`src/rtl/ps2_pkg.sv`:
```
// ps2_pkg: shared PS/2 types, command constants and helpers for the host link
package ps2_pkg;

  typedef enum logic [2:0] {
    IDLE,
    INHIBIT,
    REQ,
    DATA,
    ACK,
    WAIT_IDLE
  } state_t;

  localparam logic [7:0] CMD_SET_LED = 8'hED;
  localparam logic [7:0] RSP_ACK     = 8'hFA;
  localparam logic [7:0] CMD_RESET   = 8'hFF;

  localparam int LED_SCROLL = 0;
  localparam int LED_NUM    = 1;
  localparam int LED_CAPS   = 2;

  // Whole microseconds to clock cycles; integer MHz assumed.
  function automatic int us_to_cycles(input int clk_hz, input int us);
    return clk_hz / 1000000 * us;
  endfunction

  // PS/2 frames carry odd parity over the data byte.
  function automatic logic odd_parity(input logic [7:0] d);
    return ~^d;
  endfunction

endpackage

```
`src/rtl/ps2_host_tx_if.sv`:
```
// ps2_host_tx_if: command-byte request/response handshake of the PS/2 host transmitter
interface ps2_host_tx_if;
  logic [7:0] tx_data;
  logic       tx_start;
  logic       busy;
  logic       done;
  logic       err;

  modport master (output tx_data, tx_start, input busy, done, err);
  modport slave  (input tx_data, tx_start, output busy, done, err);
endinterface

```
`src/rtl/ps2_sync_edge.sv`:
```
// ps2_sync_edge: 3-FF synchronisers for the PS/2 pins plus a device clock falling-edge detector
module ps2_sync_edge (
  input  logic clk,
  input  logic clrn,
  input  logic ps2_clk_in,
  input  logic ps2_data_in,
  output logic clk_s,
  output logic data_s,
  output logic fall
);
  logic [2:0] r_clk_sync;
  logic [2:0] r_data_sync;

  // Shift the raw pins in; reset to the released (high) level so no fall is seen after reset.
  always_ff @(posedge clk or negedge clrn) begin
    if (!clrn) begin
      r_clk_sync  <= '1;
      r_data_sync <= '1;
    end else begin
      r_clk_sync  <= {r_clk_sync[1:0], ps2_clk_in};
      r_data_sync <= {r_data_sync[1:0], ps2_data_in};
    end
  end

  assign clk_s  = r_clk_sync[2];
  assign data_s = r_data_sync[2];
  assign fall   = r_clk_sync[2] & ~r_clk_sync[1];
endmodule

```
`src/rtl/ps2_host_tx.sv`:
```
// ps2_host_tx: PS/2 host-to-device byte transmitter with request-to-send, ACK check and timeout
module ps2_host_tx
  import ps2_pkg::*;
#(
  parameter int CLK_FREQ_HZ = 50000000,
  parameter int INHIBIT_US  = 100,
  parameter int TIMEOUT_US  = 2000
) (
  input  logic           clk,
  input  logic           clrn,
  input  logic           ps2_clk_in,
  input  logic           ps2_data_in,
  output logic           ps2_clk_oe,
  output logic           ps2_data_oe,
  ps2_host_tx_if.slave   tx
);
  localparam int INHIBIT_CYCLES = us_to_cycles(CLK_FREQ_HZ, INHIBIT_US);
  localparam int TIMEOUT_CYCLES = us_to_cycles(CLK_FREQ_HZ, TIMEOUT_US);
  localparam int CNT_MAX = (INHIBIT_CYCLES > TIMEOUT_CYCLES) ? INHIBIT_CYCLES : TIMEOUT_CYCLES;
  localparam int CW = $clog2(CNT_MAX + 1);
  localparam logic [CW-1:0] INH_LAST = CW'(INHIBIT_CYCLES - 1);
  localparam logic [CW-1:0] TO_LAST  = CW'(TIMEOUT_CYCLES - 1);

  state_t        r_state, w_state_nxt;
  logic [CW-1:0] r_cnt, w_cnt_nxt;
  logic [3:0]    r_bit, w_bit_nxt;
  logic [7:0]    r_shift, w_shift_nxt;
  logic          r_parity, w_parity_nxt;
  logic          r_ack_ok, w_ack_ok_nxt;
  logic          r_done, w_done_nxt;
  logic          r_err, w_err_nxt;
  logic          w_clk_s, w_data_s, w_fall;
  logic          w_timeout, w_bit_val;

  ps2_sync_edge u_sync (
    .clk         (clk),
    .clrn        (clrn),
    .ps2_clk_in  (ps2_clk_in),
    .ps2_data_in (ps2_data_in),
    .clk_s       (w_clk_s),
    .data_s      (w_data_s),
    .fall        (w_fall)
  );

  // State and datapath registers; reset releases both lines at once since the oe pins decode state.
  always_ff @(posedge clk or negedge clrn) begin
    if (!clrn) begin
      r_state  <= IDLE;
      r_cnt    <= '0;
      r_bit    <= '0;
      r_shift  <= '0;
      r_parity <= 1'b0;
      r_ack_ok <= 1'b0;
      r_done   <= 1'b0;
      r_err    <= 1'b0;
    end else begin
      r_state  <= w_state_nxt;
      r_cnt    <= w_cnt_nxt;
      r_bit    <= w_bit_nxt;
      r_shift  <= w_shift_nxt;
      r_parity <= w_parity_nxt;
      r_ack_ok <= w_ack_ok_nxt;
      r_done   <= w_done_nxt;
      r_err    <= w_err_nxt;
    end
  end

  // Next state, counters and line drive; the timeout wins over a fall in the same cycle.
  always_comb begin
    w_state_nxt  = r_state;
    w_cnt_nxt    = r_cnt + 1'b1;
    w_bit_nxt    = r_bit;
    w_shift_nxt  = r_shift;
    w_parity_nxt = r_parity;
    w_ack_ok_nxt = r_ack_ok;
    w_done_nxt   = 1'b0;
    w_err_nxt    = 1'b0;
    w_timeout    = (r_state inside {REQ, DATA, ACK, WAIT_IDLE}) && (r_cnt == TO_LAST);
    if (w_timeout) begin
      w_state_nxt = IDLE;
      w_cnt_nxt   = '0;
      w_bit_nxt   = '0;
      w_err_nxt   = 1'b1;
    end else begin
      case (r_state)
        IDLE: begin
          w_cnt_nxt = '0;
          w_bit_nxt = '0;
          if (tx.tx_start) begin
            w_state_nxt  = INHIBIT;
            w_shift_nxt  = tx.tx_data;
            w_parity_nxt = odd_parity(tx.tx_data);
          end
        end
        INHIBIT: begin
          if (r_cnt == INH_LAST) begin
            w_state_nxt = REQ;
            w_cnt_nxt   = '0;
          end
        end
        REQ: begin
          if (w_fall) begin
            w_state_nxt = DATA;
            w_bit_nxt   = 4'd1;
            w_cnt_nxt   = '0;
          end
        end
        DATA: begin
          if (w_fall) begin
            w_bit_nxt = r_bit + 4'd1;
            w_cnt_nxt = '0;
            if (r_bit == 4'd9) w_state_nxt = ACK;
          end
        end
        ACK: begin
          if (w_fall) begin
            w_state_nxt  = WAIT_IDLE;
            w_ack_ok_nxt = ~w_data_s;
            w_cnt_nxt    = '0;
          end
        end
        WAIT_IDLE: begin
          if (w_fall) w_cnt_nxt = '0;
          if (w_clk_s && w_data_s) begin
            w_state_nxt = IDLE;
            w_cnt_nxt   = '0;
            w_done_nxt  = r_ack_ok;
            w_err_nxt   = ~r_ack_ok;
          end
        end
        default: w_state_nxt = IDLE;
      endcase
    end
    w_bit_val   = (r_bit == 4'd9) ? r_parity : r_shift[3'(r_bit - 4'd1)];
    ps2_clk_oe  = (r_state == INHIBIT);
    ps2_data_oe = ((r_state == INHIBIT) && (r_cnt == INH_LAST)) || (r_state == REQ) ||
                  ((r_state == DATA) && !w_bit_val);
  end

  assign tx.busy = (r_state != IDLE);
  assign tx.done = r_done;
  assign tx.err  = r_err;
endmodule

```
`src/flat_wrapper.sv`:
```
// flat-port wrapper written by rule: the top's interface ports become plain ports
module ps2_host_tx_flat import ps2_pkg::*;
#(
  parameter int CLK_FREQ_HZ = 50000000,
  parameter int INHIBIT_US  = 100,
  parameter int TIMEOUT_US  = 2000
)
  (clk, clrn, ps2_clk_in, ps2_data_in, ps2_clk_oe, ps2_data_oe, tx_tx_data, tx_tx_start, tx_busy, tx_done, tx_err);
  ps2_host_tx_if tx_i ();
  input  logic clk;
  input  logic clrn;
  input  logic ps2_clk_in;
  input  logic ps2_data_in;
  output logic ps2_clk_oe;
  output logic ps2_data_oe;
  input wire logic [$bits(tx_i.tx_data)-1:0] tx_tx_data;
  input wire logic [$bits(tx_i.tx_start)-1:0] tx_tx_start;
  output wire logic [$bits(tx_i.busy)-1:0] tx_busy;
  output wire logic [$bits(tx_i.done)-1:0] tx_done;
  output wire logic [$bits(tx_i.err)-1:0] tx_err;
  assign tx_i.tx_data = tx_tx_data;
  assign tx_i.tx_start = tx_tx_start;
  assign tx_busy = tx_i.busy;
  assign tx_done = tx_i.done;
  assign tx_err = tx_i.err;
  ps2_host_tx #(.CLK_FREQ_HZ(CLK_FREQ_HZ), .INHIBIT_US(INHIBIT_US), .TIMEOUT_US(TIMEOUT_US)) u_core (.clk(clk), .clrn(clrn), .ps2_clk_in(ps2_clk_in), .ps2_data_in(ps2_data_in), .ps2_clk_oe(ps2_clk_oe), .ps2_data_oe(ps2_data_oe), .tx(tx_i));
endmodule
```
`config.mk`:
```
export PLATFORM = sky130hd
export DESIGN_NAME = ps2_host_tx_flat
export DESIGN_NICKNAME = d
export VERILOG_FILES = /design/src/rtl/ps2_pkg.sv /design/src/rtl/ps2_host_tx_if.sv /design/src/rtl/ps2_sync_edge.sv /design/src/rtl/ps2_host_tx.sv /design/src/flat_wrapper.sv
export SDC_FILE = /design/constraint.sdc
export NUM_CORES = 1
export LEC_CHECK = 0
export BUFFER_PORTS_ARGS = -buffer_cell sky130_fd_sc_hd__buf_2
export CAP_MARGIN = 30
export CORE_ASPECT_RATIO = 0.6
export CORE_MARGIN = 2
export CORE_UTILIZATION = 50
export CTS_CLUSTER_DIAMETER = 120
export CTS_CLUSTER_SIZE = 20
export DETAILED_ROUTE_END_ITERATION = 10
export MAX_ROUTING_LAYER = met4
export PLACE_DENSITY_LB_ADDON = 0.25
export SYNTH_ARGS = -nofsm -noshare
export SYNTH_HDL_FRONTEND = slang
export SYNTH_SLANG_ARGS = --single-unit
export TNS_END_PERCENT = 50
```
`constraint.sdc`:
```
create_clock -name clk -period 4.2 [get_ports clk]
set_clock_uncertainty 0.1 [all_clocks]
set_input_delay 0 -clock clk [delete_from_list [all_inputs] [get_ports clk]]
set_output_delay 0 -clock clk [all_outputs]
set_load 0.01 [all_outputs]
```
==> results.json, run 1 <==
{
  "syn-num-nets": 237,
  "numCtsBuffers": 5,
  "p_comb_share_pct": 34.3,
  "switching_power_mw": 0.515,
  "start_kind": "flip-flop",
  "p_int_mw": 0.922,
  "clockBufferDepth": 2,
  "fin_crit_ns": 2.50,
  "hold-worst-slack_ns": 0.0540,
  "antenna_found_initial": 0,
  "powerDensity_nw_per_um2": 552,
  "status": "finished, final reports clean",
  "synth_edf_count": 0,
  "synth-seq-cells": 42,
  "power_frac_seq_pct": 44.1,
  "grt-ovfl-total": 0,
  "place_ws_ns": 1.91,
  "place_congestion": 0.825,
  "num_rows": 18,
  "crit_fanout": 8,
  "drtIter0Drc": 155,
  "dr.pass1.iters": 4,
  "ys.flop_type": "dfrtp_1",
  "drc": 0,
  "slowest_delay_ns": 0.54,
  "crit_path_end_kind": "primary output",
  "finalSetupViolCount": 0,
  "clk_latency_ns": 0.29,
  "num_vias": 1675,
  "cp.required_ns": 4.10,
  "drv_slew": 0,
  "portBuffers": 17,
  "synth_top_cell_by_area": "dfrtp_1",
  "ant_nets": 0,
  "die_y_um": 56.3,
  "grt_use_met1_pct": 31.1,
  "slowest_stage": "dfrtp_1",
  "nNetsFinal": 265,
  "cts_tree": "built",
  "grt_pass1_wl_um": 7750,
  "drive_gt1_share_pct": 22.9,
  "dieArea_um2": 5130,
  "p_leak_nw": 1.09,
  "cts_resized": 0,
  "worstPathCellList": "inv_1 > ha_1 > mux4_2 > mux2_2 > o21ai_0 > nand2_1 > a21oi_1 > buf_2",
  "grt_usage_pct": 19.9,
  "yosysWarnings": 0,
  "die_w_um": 91.1,
  "busiest_layer": "met1",
  "use_met2_pct": 24.8,
  "seq_area_frac_synth_pct": 46.5,
  "initial_utilization_pct": 53.8,
  "wl_per_cell_um": 14.6,
  "synth_async_sr_flop_share_pct": 100,
  "worst-setup-path-type": "flip-flop to primary output",
  "cts.sinks": 42,
  "slew-limit-headroom_pct": 40.6,
  "swShare_pct": 35.8,
  "hold_viol_final": 0,
  "grt_pass1_vias": 1544,
  "peakVddDrop_v": 0.000331,
  "viasPerCell": 5.42,
  "synth_area_per_cell_um2": 10.4,
  "post-dp-hpwl_um": 3150,
  "met3_usage_pct": 5.64,
  "clk_pin_slew_ns": 0.08,
  "syn2layout_area_growth_pct": 14.3,
  "period_share_pct": 59.5,
  "worst_slew_pin_slew_ns": 0.891,
  "root_buffer": "clkbuf_8",
  "wirelength_um": 4500,
  "rsz0062_at_grt": "false",
  "maxCapViolations": 0,
  "ys_types": 49,
  "syn_inst": 220,
  "antenna_cells": 0,
  "coreArea_um2": 4230,
  "holdCritPathClass": "primary input to flip-flop",
  "crit_arrival_ns": 2.40,
  "setup-tns-final_ns": 0,
  "fin_util_pct": 61.5,
  "synth_top_area_share_pct": 39.6,
  "postLayoutSetupSlackWorst_ns": 1.70,
  "path_delay_family": "multiplexers",
  "synthesis.area_um2": 2280,
  "h-tree-depth": 2,
  "fill_cells": 370,
  "io_pins": 18,
  "clkPwrFrac_pct": 21.7,
  "fmax_ghz": 0.400,
  "path_buf_inv": 2,
  "ys_top_cells_by_area": "dfrtp_1, dfstp_2, xnor2_1",
  "grt_max_degree": 43
}
==> final cells by class <==
| type | instances | area (um^2) | share of cell area [%] |
|---|---|---|---|
| Tap cell | 60 | 75.1 | 2.88 |
| Clock buffer | 7 | 76.3 | 2.93 |
| Sequential cell | 42 | 1060 | 40.7 |
| Timing Repair Buffer | 28 | 195 | 7.50 |
| Clock inverter | 1 | 30.0 | 1.15 |
| Inverter | 9 | 33.8 | 1.30 |
| Multi-Input combinational cell | 162 | 1130 | 43.6 |
==> power groups by stage <==
stage,logic [mW],clock network (mW),registers [mW]
after CTS,0.495,0.320,0.629
after global routing,0.553,0.342,0.650
final,0.492,0.311,0.633
after floorplan,0.456,0,0.562
after detailed placement,0.484,0,0.637
after global placement,0.479,0,0.636
==> cell usage after synthesis, types with 3 or more instances <==
master    count
dfrtp_1      36
nor2_1       16
xnor2_1      15
nand2_1      13
a21oi_1      12
nor2_2       11
nand3_1      10
inv_1         9
mux2_2        9
xor2_1        9
o21ai_0       7
dfstp_2       6
clkbuf_1      5
nand2b_1      5
nand4_1       5
ha_1          4
nor2b_1       4
nor3_1        4
a31oi_1       3
or3_1         3
==> path summary, 6_finish.rpt <==
kind / from / to / slack, ns / cells after the start
min: tx_tx_start / u_core.r_parity$_DFFE_PN0P_ / 0.05 / 4
max: u_core.r_bit[0]$_DFFE_PN0P_ / ps2_data_oe / 1.70 / 8
min reg2reg: u_core.u_sync.r_data_sync[0]$_DFF_PN1_ / u_core.u_sync.r_data_sync[1]$_DFF_PN1_ / 0.25 / 0
max in group asynchronous: clrn / u_core.r_cnt[5]$_DFF_PN0_ / 3.15 / 2
max reg2reg: u_core.r_cnt[11]$_DFF_PN0_ / u_core.r_cnt[3]$_DFF_PN0_ / 1.91 / 5
min in group asynchronous: clrn / u_core.r_shift[0]$_DFFE_PN0P_ / 0.29 / 2
==> cells in the final DEF (no fill, tap or decap), drive strengths merged, types with 6 or more instances in the layout <==
cell type and n:
o21ai 7, clkbuf 7, xnor2 15, mux2 9, nand3 10, a21oi 12, buf 17, nand2 13
dfrtp 36, nor2 27, xor2 9, dlygate4sd3 11, inv 9, dfstp 6
==> metal layers <==
metal	vias up	wire, um
met4	0	23
met2	53	1680
met3	2	293
li1	825	-
met1	795	2510
met5	-	0
==> timing repair <==
item / in CTS / in global routing
setup buffers: 0 / 0
hold buffers: 11 / 0
endpoints found under the hold margin: 46 / 0
==> per-stage QoR <==
step                      cell area, um^2  total power [mW]  cells
after floorplan                      2280              1.02    220
after global placement               2390              1.11    290
after detailed placement             2390              1.12    290
after CTS                            2600              1.44    309
after global routing                 2600              1.54    309
final                                2600              1.44    309
==> tightest hold or removal path, stage by stage <==
cell,delay (ns)
buf_2,0.10
inv_1,0.05
nor2_2,0.10
o21ai_0,0.15
==> cell families after synthesis <==
family / Yosys count / synth area share, %
compound gates: 36 / 10.4
xor+xnor: 24 / 9.23
mux: 12 / 6.87
simple gates: 86 / 21.1
buf+inv: 16 / 3.68
fa+ha+maj: 4 / 2.20
flops: 42 / 46.5
==> flip-flops by register name (all words and copies together) (netlist names) <==
signal                     flops
u_core.r_cnt                  17
u_core.r_shift                 8
u_core.r_bit                   4
u_core.r_state                 3
u_core.u_sync.r_clk_sync       3
u_core.u_sync.r_data_sync      3
u_core.r_ack_ok                1
u_core.r_parity                1
u_core.tx.done                 1
u_core.tx.err                  1
(Power assumes the default switching activity.)
==> run 2: changes to the inputs <==
==> constraint.sdc (replaced) <==
create_clock -name clk -period 2.4 [get_ports clk]
set_clock_uncertainty 0.1 [all_clocks]
set_input_delay 0 -clock clk [delete_from_list [all_inputs] [get_ports clk]]
set_output_delay 0 -clock clk [all_outputs]
set_load 0.01 [all_outputs]
==> run 2 against run 1 <==
Against the previous run: worst setup slack lost 1.6 ns; critical endpoint unchanged; first-iteration DRC count down 10%; count of clock-buffer cells in the layout fell by 1; largest cell class unchanged; critical path type unchanged.
==> results.json, run 2 (same netlist as run 1, synthesis figures left out) <==
{
  "root_buffer": "clkbuf_8",
  "start_kind": "flip-flop",
  "worst-setup-path-type": "flip-flop to primary output",
  "grt_pass1_wl_um": 8050,
  "final_common_cell": "dfrtp_1",
  "setup-tns-final_ns": 0,
  "finalSetupViolCount": 0,
  "powerDensity_nw_per_um2": 964,
  "hold_viol_final": 0,
  "grt-ovfl-total": 0,
  "top_regs": "u_core.r_cnt: 17 flops, u_core.r_shift: 8 flops, u_core.r_bit: 4 flops",
  "num_rows": 18,
  "die_w_um": 91.1,
  "die_y_um": 56.3,
  "crit_fanout": 3,
  "holdCritPathClass": "primary input to flip-flop",
  "grt_pass1_vias": 1595,
  "coreArea_um2": 4230,
  "drc": 0,
  "cts_tree": "built",
  "grt_usage_pct": 20.7,
  "maxCapViolations": 0,
  "final_cell_mix": "dfrtp_1, buf_2, nor2_1",
  "wirelength_um": 4810,
  "nNetsFinal": 278,
  "portBuffers": 17,
  "numCtsBuffers": 5,
  "status": "finished, final reports clean",
  "initial_utilization_pct": 53.8,
  "p_leak_nw": 1.16,
  "place_congestion": 0.865,
  "drv_slew": 0,
  "cp.required_ns": 2.30,
  "syn2layout_area_growth_pct": 19.9,
  "clockBufferDepth": 2,
  "drive_gt1_share_pct": 27.9,
  "largest_reg_flops": 17,
  "grt_max_degree": 43,
  "slew-limit-headroom_pct": 57.4,
  "dr.pass1.iters": 4,
  "period_share_pct": 94.9,
  "peakVddDrop_v": 0.000670,
  "crit_path_end_kind": "primary output",
  "fmax_ghz": 0.439,
  "dieArea_um2": 5130,
  "post-dp-hpwl_um": 3320,
  "antenna_found_initial": 0,
  "clk_latency_ns": 0.30,
  "hold-worst-slack_ns": 0.0464,
  "crit_arrival_ns": 2.18,
  "ant_nets": 0,
  "h-tree-depth": 2,
  "largest_register": "u_core.r_cnt",
  "antenna_cells": 0,
  "drtIter0Drc": 139,
  "fin_crit_ns": 2.28,
  "io_pins": 18,
  "viasPerCell": 5.37,
  "cts.sinks": 42,
  "wl_per_cell_um": 14.9,
  "worst_slew_pin_slew_ns": 0.638,
  "num_vias": 1730,
  "clk_pin_slew_ns": 0.08
}
-- run 2: cell types whose count changed in the layout (fill, tap and decap cells not counted) --
cell	delta
buf_12	+2
buf_4	+10
bufinv_16	-1
clkbuf_1	-2
clkbuf_8	+1
clkinv_2	+1
clkinvlp_4	+1
dfrtp_1	-1
dfrtp_2	+1
dlygate4sd3_1	+1
ha_1	-1
ha_4	+1
-- run 2: routing by layer --
layer | vias up | track usage (%) | part of all wire, %
met2 | 60 | 23.6 | 39
met1 | 809 | 33.8 | 53
met5 | - | - | 0
met4 | 0 | 5.19 | 0.71
met3 | 5 | 6.44 | 7.7
li1 | 856 | - | -
-- run 2: power breakdown --
group,internal (mW),switching (mW)
sequential,0.874,0.175
clock,0.231,0.252
combinational,0.565,0.536
total,1.67,0.963
-- run 2: path summary, 6_finish.rpt --
check	from	to	slack (ns)	depth (start not counted)
min in group asynchronous	clrn	u_core.r_shift[5]$_DFFE_PN0P_	0.50	3
max in group asynchronous	clrn	u_core.u_sync.r_data_sync[0]$_DFF_PN1_	1.22	4
hold reg to reg	u_core.u_sync.r_clk_sync[0]$_DFF_PN1_	u_core.u_sync.r_clk_sync[1]$_DFF_PN1_	0.26	0
setup / recovery	u_core.r_bit[1]$_DFFE_PN0P_	ps2_data_oe	0.12	8
hold / removal	tx_tx_start	u_core.r_parity$_DFFE_PN0P_	0.05	5
setup reg to reg	u_core.r_state[2]$_DFFE_PN0P_	u_core.r_state[2]$_DFFE_PN0P_	0.29	6
-- run 2: critical path: stages (launching register included) --
cell	delay, ns
dfrtp_1	0.42
inv_1	0.11
ha_4	0.29
mux4_2	0.28
mux2_2	0.28
o21ai_0	0.17
nand2_1	0.07
a21oi_1	0.11
buf_2	0.15
-- run 2: area by class of cell --
cell class / count / area [um^2]
multi-input cells: 162 / 1150
repair buffers: 41 / 320
clock inverters: 2 / 12.5
inverters: 9 / 33.8
fillers: 368 / 1500
clock buffers: 6 / 82.6
well taps: 60 / 75.1
flip-flops and latches: 42 / 1060
-- run 2: timing repair --
| item | CTS | global route |
|---|---|---|
| hold endpoints to repair | 46 | 4 |
| hold buffers | 11 | 1 |
| buffers inserted | 0 | 3 |
| setup endpoints to repair | 0 | 1 |
| gates resized for setup | 0 | 2 |
-- run 2: through the flow --
step	std cells	util, %	instance area (um^2)	power [mW]	worst slack (ns)
floorplan	220	-	2280	1.78	0.413
global placement	298	58.1	2460	2.06	0.378
detailed placement	298	58.1	2460	2.08	0.331
CTS	317	62.9	2670	2.57	0.00255
global route	322	64.5	2730	2.81	-0.0270
finish	322	64.5	2730	2.63	0.122
==> run 3: changes to the inputs <==
--- a/config.mk
+++ b/config.mk
@@ -7,9 +7,11 @@
 export LEC_CHECK = 0
 export BUFFER_PORTS_ARGS = -buffer_cell sky130_fd_sc_hd__buf_2
 export CAP_MARGIN = 30
+export CELL_PAD_IN_SITES_DETAIL_PLACEMENT = 0
+export CELL_PAD_IN_SITES_GLOBAL_PLACEMENT = 1
 export CORE_ASPECT_RATIO = 0.6
 export CORE_MARGIN = 2
-export CORE_UTILIZATION = 50
+export CORE_UTILIZATION = 47
 export CTS_CLUSTER_DIAMETER = 120
 export CTS_CLUSTER_SIZE = 20
 export DETAILED_ROUTE_END_ITERATION = 10
==> run 3 against run 2 <==
Against the previous run: via count is 1.2% lower; non-clock buffer count down 1; highest routed layer unchanged; largest power group unchanged; routed wire length shrank 0.25%; die area increased by 6.0%; register-to-register slack worse by 0.03 ns.
==> results.json, run 3 (same netlist as run 1, synthesis figures left out) <==
{
  "status": "finished, final reports clean",
  "start_kind": "flip-flop",
  "hold_end": "u_core.r_parity$_DFFE_PN0P_",
  "wirelength_um": 4800,
  "grt-ovfl-total": 0,
  "viasPerCell": 5.28,
  "worst-setup-path-type": "flip-flop to primary output",
  "num_rows": 19,
  "finalNonFillerCells": 324,
  "seq_area_um2": 1060,
  "cp.required_ns": 2.30,
  "worst_slew_pin_slew_ns": 0.569,
  "place_inst": 302,
  "clk_pin_slew_ns": 0.09,
  "powerDensity_nw_per_um2": 959,
  "slowest_delay_ns": 0.43,
  "grt_pass1_wl_um": 8250,
  "grt_pass1_vias": 1576,
  "drc": 0,
  "io_pins": 18,
  "drive_gt1_share_pct": 28.4,
  "period_share_pct": 93.4,
  "crit_fanout": 5,
  "reg2reg_depth": 6,
  "p_leak_nw": 1.15,
  "antenna_cells": 0,
  "h-tree-depth": 2,
  "peakVddDrop_v": 0.000497,
  "grt_max_degree": 43,
  "root_buffer": "clkbuf_8",
  "die_y_um": 57.9,
  "drtIter0Drc": 189,
  "largest_reg_flops": 17,
  "syn2layout_area_growth_pct": 19.8,
  "worstPathCellList": "inv_2 > ha_4 > mux4_2 > mux2_2 > o21ai_0 > nand2_1 > a21oi_1 > buf_2",
  "path_buf_inv": 2,
  "dieArea_um2": 5440,
  "maxCapViolations": 0,
  "clockBufferDepth": 2,
  "slew-limit-headroom_pct": 61.8,
  "final_common_cell": "dfrtp_1",
  "hold_viol_final": 0,
  "fin_area_um2": 2730,
  "setup-tns-final_ns": 0,
  "portBuffers": 17,
  "worst_r2r_endpoint": "u_core.r_cnt[7]$_DFF_PN0_",
  "fmax_ghz": 0.446,
  "final_cell_mix": "dfrtp_1, buf_2, nor2_1",
  "top_regs": "u_core.r_cnt: 17 flops, u_core.r_shift: 8 flops, u_core.r_bit: 4 flops",
  "crit_arrival_ns": 2.14,
  "cts_tree": "built",
  "path_delay_family": "multiplexers",
  "rrSetupSlack_ns": 0.26,
  "drv_slew": 0,
  "place_area_um2": 2470,
  "multiInputGateArea_um2": 1150,
  "hp-start": "tx_tx_start",
  "slowest_stage": "dfrtp_1",
  "nNetsFinal": 277,
  "fill_cells": 423,
  "fin_crit_ns": 2.24,
  "crit_path_end_kind": "primary output",
  "numCtsBuffers": 5,
  "initial_utilization_pct": 49.4,
  "coreArea_um2": 4610,
  "largest_register": "u_core.r_cnt",
  "post-dp-hpwl_um": 3470,
  "finalSetupViolCount": 0,
  "place_congestion": 0.851,
  "reg2reg_from": "u_core.r_cnt[11]$_DFF_PN0_",
  "cts.sinks": 42,
  "clk_latency_ns": 0.30,
  "holdCritPathClass": "primary input to flip-flop",
  "num_vias": 1710,
  "grt_usage_pct": 20.8,
  "antenna_found_initial": 0,
  "rsz0062_at_grt": "false",
  "ant_nets": 0,
  "dr.pass1.iters": 5,
  "die_w_um": 93.9,
  "holdPathStages": 5,
  "wl_per_cell_um": 14.8
}
==> run 3: worst register-to-register path: cells and delay by family (launching register included) <==
family | cells | cell delay, ns
and+or+nand+nor | 4 | 1.17
DFF | 1 | 0.42
AOI/OAI and AO/OA | 1 | 0.18
buffers and inverters | 1 | 0.17
==> run 3: routing by layer <==
metal | vias up | wire, um | global-route usage, %
li1 | 862 | - | -
met1 | 794 | 2730 | 34.9
met2 | 49 | 1700 | 22.8
met3 | 5 | 319 | 6.24
met4 | 0 | 48 | 5.59
met5 | - | 0 | -
==> run 3: report_power, final <==
part	total [mW]	internal [mW]	switching [mW]	leakage, nW
Clock	0.465	0.205	0.261	0.0441
Sequential	1.06	0.873	0.184	0.533
Combinational	1.09	0.561	0.531	0.574
==> run 3: area by class of cell <==
class                   count  share of cell area [%]
multi-input cells         162                    42.1
repair buffers             40                    11.7
clock inverters             3                   0.780
flip-flops and latches     42                    38.9
well taps                  63                    2.89
inverters                   9                    1.24
clock buffers               5                    2.52
==> run 3: through the flow <==
stage               utilization [%]  hold WS, ns  worst slack (ns)  power, mW
finish                         59.1       0.0813             0.159       2.61
global route                   59.1        0.128            0.0175       2.82
CTS                            57.9       0.0702            0.0261       2.58
detailed placement             53.6      0.00615             0.280       2.09
global placement               53.6      0.00475             0.308       2.09
floorplan                         -       -0.396             0.413       1.78
==> run 3: worst max path at each step <==
| stage | start | end | slack, ns | cells past startpoint |
|---|---|---|---|---|
| 3_3_place_gp | u_core.r_cnt[0]$_DFF_PN0_ | u_core.r_cnt[14]$_DFF_PN0_ | 0.31 | 6 |
| 6_report | u_core.r_bit[1]$_DFFE_PN0P_ | ps2_data_oe | 0.16 | 8 |
| 5_1_grt | u_core.r_cnt[0]$_DFF_PN0_ | ps2_data_oe | 0.02 | 6 |
| 2_1_floorplan | u_core.r_cnt[11]$_DFF_PN0_ | u_core.r_cnt[10]$_DFF_PN0_ | 0.41 | 7 |
| 3_5_place_dp | u_core.r_cnt[11]$_DFF_PN0_ | u_core.r_cnt[5]$_DFF_PN0_ | 0.28 | 6 |
| 4_1_cts | u_core.r_bit[0]$_DFFE_PN0P_ | ps2_data_oe | 0.03 | 8 |
==> run 3: timing repair <==
action,CTS,global route
hold endpoints to repair,46,0
gates resized for setup,0,3
hold buffers,11,0
setup buffers,0,2
endpoints found under the setup margin,0,1
